`src/rtl/burst_read_ptr.sv`:
```
// Read-side pointer for a circular buffer.
// Pops up to MAX_POP entries per cycle, clamps to occupancy, reports status and a sticky underflow.
module burst_read_ptr #(
    parameter int DEPTH      = 8,
    parameter int MAX_POP    = 4,
    parameter int AE_THRESH  = 2,
    parameter int PTR_WIDTH  = $clog2(DEPTH) + 1,
    parameter int ADDR_WIDTH = $clog2(DEPTH),
    parameter int POP_WIDTH  = $clog2(MAX_POP + 1)
) (
    input  logic                  clk,
    input  logic                  rst_n,
    input  logic [POP_WIDTH-1:0]  pop_req,
    input  logic                  flush,
    input  logic                  clr_err,
    input  logic [PTR_WIDTH-1:0]  w_ptr,
    output logic [PTR_WIDTH-1:0]  r_ptr,
    output logic [ADDR_WIDTH-1:0] r_addr,
    output logic [POP_WIDTH-1:0]  pop_gnt,
    output logic [PTR_WIDTH-1:0]  count,
    output logic                  empty,
    output logic                  almost_empty,
    output logic                  underflow
);

    localparam logic [POP_WIDTH-1:0] MAX_POP_V = POP_WIDTH'(MAX_POP);
    localparam logic [PTR_WIDTH-1:0] AE_V      = PTR_WIDTH'(AE_THRESH);

    logic [POP_WIDTH-1:0] req_eff;
    logic [PTR_WIDTH-1:0] req_ext;
    logic                 uf_set;

    // MAX_POP <= DEPTH, so a request never needs more bits than the pointer.
    always_comb begin
        count   = w_ptr - r_ptr;
        req_eff = (pop_req > MAX_POP_V) ? MAX_POP_V : pop_req;
        req_ext = PTR_WIDTH'(req_eff);
        uf_set  = 1'b0;
        pop_gnt = '0;
        if (!flush) begin
            uf_set  = (req_ext > count);
            pop_gnt = uf_set ? POP_WIDTH'(count) : req_eff;
        end
    end

    assign empty        = (count == '0);
    assign almost_empty = (count <= AE_V);
    assign r_addr       = r_ptr[ADDR_WIDTH-1:0];

    // A new underflow takes priority over a simultaneous clear.
    always_ff @(posedge clk or negedge rst_n) begin
        if (!rst_n) begin
            r_ptr     <= '0;
            underflow <= 1'b0;
        end else begin
            r_ptr     <= flush ? w_ptr : r_ptr + PTR_WIDTH'(pop_gnt);
            underflow <= uf_set | (underflow & ~clr_err);
        end
    end

endmodule

```
`config.mk`:
```
export PLATFORM = sky130hd
export DESIGN_NAME = burst_read_ptr
export DESIGN_NICKNAME = d
export VERILOG_FILES = /design/src/rtl/burst_read_ptr.sv
export SDC_FILE = /design/constraint.sdc
export NUM_CORES = 1
export LEC_CHECK = 0
export BUFFER_PORTS_ARGS = -buffer_cell sky130_fd_sc_hd__buf_4
export CORE_MARGIN = 4
export CORE_UTILIZATION = 40
export CTS_BUF_LIST = sky130_fd_sc_hd__clkbuf_4
export DETAILED_ROUTE_END_ITERATION = 8
export PLACE_DENSITY = 0.7
export REMOVE_ABC_BUFFERS = 1
export SLEW_MARGIN = 25
export SYNTH_ARGS = -nofsm -noshare
export SYNTH_HDL_FRONTEND = slang
export SYNTH_SLANG_ARGS = --single-unit
```
`constraint.sdc`:
```
create_clock -name clk -period 8.7 [get_ports clk]
set_input_delay 0.87 -clock clk [delete_from_list [all_inputs] [get_ports clk]]
set_output_delay 0.87 -clock clk [all_outputs]
set_load 0.01 [all_outputs]
```
==> results of run 1 <==
logic make-up (layout without fill, tap and decap cells):
logic type | Yosys count | after routing | synth area share [%]
compound gates | 11 | 11 | 10.9
mux | 5 | 5 | 10.1
flops | 5 | 5 | 20.5
simple gates | 14 | 14 | 11.5
fa+ha+maj | 11 | 11 | 25.1
buf+inv | 17 | 43 | 12.3
xor+xnor | 5 | 5 | 9.65
routing by layer:
| layer | GRT usage [%] | wire length, um | vias up |
|---|---|---|---|
| li1 | - | - | 269 |
| met1 | 20.0 | 566 | 248 |
| met2 | 23.3 | 676 | 18 |
| met3 | 3.45 | 94 | 0 |
| met4 | 3.31 | 0 | 0 |
| met5 | 0 | 0 | - |
placed cells by master, fill, tap and decap left out, drive strengths merged:
cell	netlist	final
a21o	1	1
a21oi	4	4
a311oi	1	1
a32oi	1	1
buf	3	27
clkbuf	2	4
dfrtp	5	5
fa	2	2
ha	9	9
inv	12	12
mux2	3	3
mux2i	2	2
nand2	5	5
nand2b	1	1
nand3b	1	1
nor2	3	3
nor2b	3	3
nor3	1	1
o21ai	3	3
o22ai	1	1
xnor2	1	1
xor2	4	4
metrics by stage:
| step | total power [W] | cells | setup WS (ps) |
|---|---|---|---|
| 6_report | 0.000333 | 109 | 4510 |
| 3_3_place_gp | 0.000299 | 105 | 4540 |
| 3_5_place_dp | 0.000306 | 105 | 4510 |
| 5_1_grt | 0.000370 | 109 | 4270 |
| 2_1_floorplan | 0.000203 | 63 | 4830 |
| 4_1_cts | 0.000338 | 109 | 4500 |
how the worst max path moves through the flow:
stage	to	slack, ps	start
after global placement	pop_gnt[2]	4540	w_ptr[0]
after floorplan	pop_gnt[2]	4830	w_ptr[0]
after global routing	pop_gnt[2]	4270	w_ptr[0]
after detailed placement	pop_gnt[2]	4510	w_ptr[0]
final	pop_gnt[2]	4510	w_ptr[0]
after CTS	pop_gnt[2]	4500	w_ptr[0]
synth_stat cells (all sizes together):
library cell and number:
a21o 1, xnor2 1, xor2 4, nand2 5
nor2 3, a311oi 1, nor2b 3, clkbuf 2
nand2b 1, a32oi 1, fa 2, inv 12
ha 9, o21ai 3, mux2 3, buf 3
dfrtp 5, o22ai 1, mux2i 2, nor3 1
a21oi 4, nand3b 1
power groups by stage:
| stage | Sequential [W] | Combinational [W] | Clock, W |
|---|---|---|---|
| after detailed placement | 0.0000455 | 0.000260 | 0 |
| after global routing | 0.0000474 | 0.000290 | 0.0000328 |
| after global placement | 0.0000453 | 0.000254 | 0 |
| after CTS | 0.0000453 | 0.000263 | 0.0000303 |
| final | 0.0000453 | 0.000258 | 0.0000293 |
| after floorplan | 0.0000529 | 0.000150 | 0 |
area by class of cell:
type	count	share of cell area [%]
multi-input combinational	46	49.2
timing repair buffer	27	24.4
sequential	5	15.1
inverter	12	5.42
clock buffer	4	3.61
tap	15	2.26
flip-flops by register name, summed over array words and instances (netlist names):
register   cells
r_ptr          4
underflow      1
==> out/metrics.yaml, run 1 <==
worst_setup_path:
  path_cells: "buf_4, inv_1, ha_1, inv_1, fa_1, inv_1, ha_1, nor2b_1, o21ai_0, a32oi_1, a21oi_1, a311oi_1, buf_4"
  ff2ff_path_depth: 15
  worst_setup_path_end_kind: "output pin"
  r2r-end: "r_ptr[3]"
  r2r_slack_ps: 5190
  path_delay_family: "adder cells"
  worstSetupPathDepth: 13
  reg2reg_from: "r_ptr[0]"
  critical_path.max_fanout: 4
  cpPeakStageDelay_ps: 540
  critPathArrivalTime_ps: 3320
  cpMostUsedCell: "inv_1"
  cp.required_ps: 7830
  timing.setup.critical_path_class: "input port to output pin"
  start_kind: "input port"
  worstPathBufferInverterCount: 5
  crit_path_top_delay_cell: "fa_1"
floorplanning:
  fp-row-count: 13
  die_h_um: 47.0
  io_pins: 28
  start_util_pct: 44.6
  die_area_um2: 2210
  core_um2: 1370
  die_w_um: 47.0
clock_network:
  cts_setup_buffers: 0
  cts_buffers: 3
  cts.path.max_buffers: 2
  cts.reportedPaths.clkPinSlew_ps: 40
  cts-root-buf: "clkbuf_4"
  cts.sinks: 5
  cts_resized: 0
  clock_latency_ps: 240
  cts_tree: "done"
  cts_max_level: 1
  ctsHoldBuffers: 0
grt:
  antenna_found_initial: 0
  grt_pass1_wl_um: 2300
  grt.total_usage_pct: 14.6
  grt_max_degree: 13
  overflow: 0
  first_global_vias: 538
route:
  num_vias: 535
  vias_per_cell: 4.91
  ant_nets: 0
  wire_per_inst_um: 12.3
  drt_iter0_drc: 6
  drc: 0
  first_pass_iters: 4
  routed_wl_um: 1340
final_layout:
  multi_input_area_um2: 409
  fin_util_pct: 60.8
  n_antenna_cell: 0
  area_delta_synth_final_pct: 36.3
  fillCellCount: 123
  seq_area_um2: 125
  finalInstanceArea_um2: 831
  final_nets: 117
  drive_gt1_share_pct: 39.4
logic_synthesis:
  syn_inst: 68
  synth_area_um2: 609
  syn_area_per_cell_um2: 8.96
  synth_top_area_share_pct: 20.5
  synth_area_leader_cell: "dfrtp_1"
  ys_warn_count: 0
  synth_area_leaders: "dfrtp_1 (21%), ha_1 (18%), inv_1 (7.4%)"
  yosysSeqAreaShare_pct: 20.5
  synth_seq_cells: 5
  synthDistinctLibCells: 25
timing:
  hold_viol_final: 0
  worstMarginPinSlew_ps: 369
  hold_ws_ps: 423
  clock_skew_ps: 2.18
  rsz0062_at_grt: "no"
  maxSlewHeadroom_pct: 75.2
  fin_crit_sh_pct: 48.2
  setup_viol: 0
  fmax_ghz: 0.238
  period_needed_ps: 4190
  finalSetupTns_ps: 0
  final_max_slew_viol_count: 0
power_and_ir_drop:
  power_leakage_nw: 0.457
  power_density_nw_per_um2: 401
  clkPwrFrac_pct: 8.8
  cell_internal_pwr_w: 0.000179
  seq_power_share_pct: 13.6
  ir_drop_mv: 0.239
  switching_share_pct: 46.1
  p_switching_w: 0.000154
  power_frac_comb_pct: 77.6
placement:
  portBuffers: 27
  place_area_um2: 801
  gp_congestion: 0.683
  dp_hpwl_um: 1150
min_path:
  hold_path_class: "input port to asynchronous set/reset pin"
run:
  maxCapViolations: 0
outcome:
  outcome: "completed"
Note: power is estimated with default switching activity, not from simulation.
==> run 2, diff against run 1 <==
==> constraint.sdc (replaced) <==
create_clock -name clk -period 4.3 [get_ports clk]
set_input_delay 0.43 -clock clk [delete_from_list [all_inputs] [get_ports clk]]
set_output_delay 0.43 -clock clk [all_outputs]
set_load 0.01 [all_outputs]
==> out/metrics.yaml, run 2 (synthesized netlist as in run 1, its figures left out) <==
floorplanning:
  die_w_um: 47.0
  die_area_um2: 2210
  fp-row-count: 13
  die_h_um: 47.0
  io_pins: 28
  start_util_pct: 44.6
  core_um2: 1370
route:
  drt_iter0_drc: 6
  num_vias: 538
  first_pass_iters: 4
  ant_nets: 0
  routed_wl_um: 1310
  vias_per_cell: 4.89
  wire_per_inst_um: 11.9
  drc: 0
grt:
  overflow: 0
  grt.total_usage_pct: 13.7
  grt_pass1_wl_um: 2140
  antenna_found_initial: 0
  grt_max_degree: 13
  first_global_vias: 500
timing:
  period_needed_ps: 3510
  final_max_slew_viol_count: 0
  maxSlewHeadroom_pct: 74.1
  setup_viol: 0
  hold_ws_ps: 376
  hold_viol_final: 0
  finalSetupTns_ps: 0
  worstMarginPinSlew_ps: 386
  fin_crit_sh_pct: 81.5
  rsz0062_at_grt: "no"
  fmax_ghz: 0.285
  clock_skew_ps: 3.05
placement:
  portBuffers: 27
  dp_hpwl_um: 1100
  gp_congestion: 0.681
final_layout:
  final_nets: 118
  multi_input_area_um2: 409
  fillCellCount: 133
  final_common_cell: "buf_4"
  layout_common_cells: "buf_4 (27), inv_1 (12), ha_1 (9)"
  largest_register_ffs: 4
  largest-register: "r_ptr"
  reg_top3: "r_ptr (4), underflow (1)"
  area_delta_synth_final_pct: 38.0
  drive_gt1_share_pct: 38.9
  n_antenna_cell: 0
  seq_area_um2: 125
power_and_ir_drop:
  ir_drop_mv: 0.376
  power_leakage_nw: 0.461
  power_density_nw_per_um2: 799
clock_network:
  cts.sinks: 5
  cts_max_level: 1
  cts.path.max_buffers: 2
  cts_tree: "done"
  cts_setup_buffers: 0
  cts.reportedPaths.clkPinSlew_ps: 50
  cts-root-buf: "clkbuf_4"
  clock_latency_ps: 240
  cts_buffers: 3
worst_setup_path:
  critical_path.max_fanout: 4
  timing.setup.critical_path_class: "flip-flop to flip-flop"
  worst_setup_path_end_kind: "flip-flop"
  start_kind: "flip-flop"
  cp.required_ps: 4410
  r2r_slack_ps: 790
  critPathArrivalTime_ps: 3610
run:
  maxCapViolations: 0
outcome:
  outcome: "completed"
min_path:
  hold_path_class: "input port to flip-flop"
==> run 2: cell types whose count changed in the layout (fill, tap and decap cells not counted) <==
cell           change
dlygate4sd3_1      +1
==> run 2: area by class of cell <==
class	instances	share of cell area, %
multi-input combinational	46	48.7
timing repair buffer	28	25.3
sequential	5	14.9
inverter	12	5.36
clock buffer	4	3.57
tap	15	2.23
==> run 2: layer usage <==
metal	global-route usage (%)	share of wire, %	up-vias
li1	-	-	273
met1	18.8	45	249
met2	21.4	49	16
met3	2.30	5.4	0
met4	4.97	0	0
met5	0	0	-
==> run 2: power by group <==
part,internal [W],leakage (nW),total [W],switching [W]
Sequential,0.0000685,0.0607,0.0000913,0.0000228
Combinational,0.000253,0.382,0.000521,0.000268
Clock,0.0000413,0.0184,0.0000598,0.0000184
==> run 2: timing repair <==
| item | 4_1_cts | 5_1_grt |
|---|---|---|
| setup endpoints to repair | 0 | 0 |
| hold endpoints to repair | 5 | 0 |
| resized for setup | 0 | 0 |
| hold buffers | 1 | 0 |
==> run 2: per-stage QoR <==
step	total power, W	cells	utilization [%]	worst slack (ps)	instance area (um^2)
finish	0.000672	110	61.5	795	841
global route	0.000747	110	61.5	528	841
global placement	0.000603	105	58.6	657	801
CTS	0.000682	110	61.5	774	841
floorplan	0.000411	63	-	862	579
detailed placement	0.000619	105	58.6	604	801
==> run 2: path summary, 6_finish.rpt <==
path | startpoint | endpoint | depth (start not counted)
setup / recovery | r_ptr[0] | r_ptr[3] | 15
hold / removal | clr_err | underflow | 2
setup reg to reg | r_ptr[0] | r_ptr[3] | 15
hold reg to reg | underflow | underflow | 2
max in group asynchronous | rst_n | r_ptr[1] | 2
min in group asynchronous | rst_n | underflow | 2
==> run 2: worst max-delay path, cell delays in order (launching register included) <==
cell and delay [ps]:
dfrtp_1 390, ha_1 190, inv_1 60, fa_1 550, inv_1 80, ha_1 290, nor2b_1 110, o21ai_0 70
a32oi_1 280, nand2_2 180, mux2_4 340, ha_1 270, a21o_1 160, a21oi_1 170, xor2_1 150, o21ai_0 100
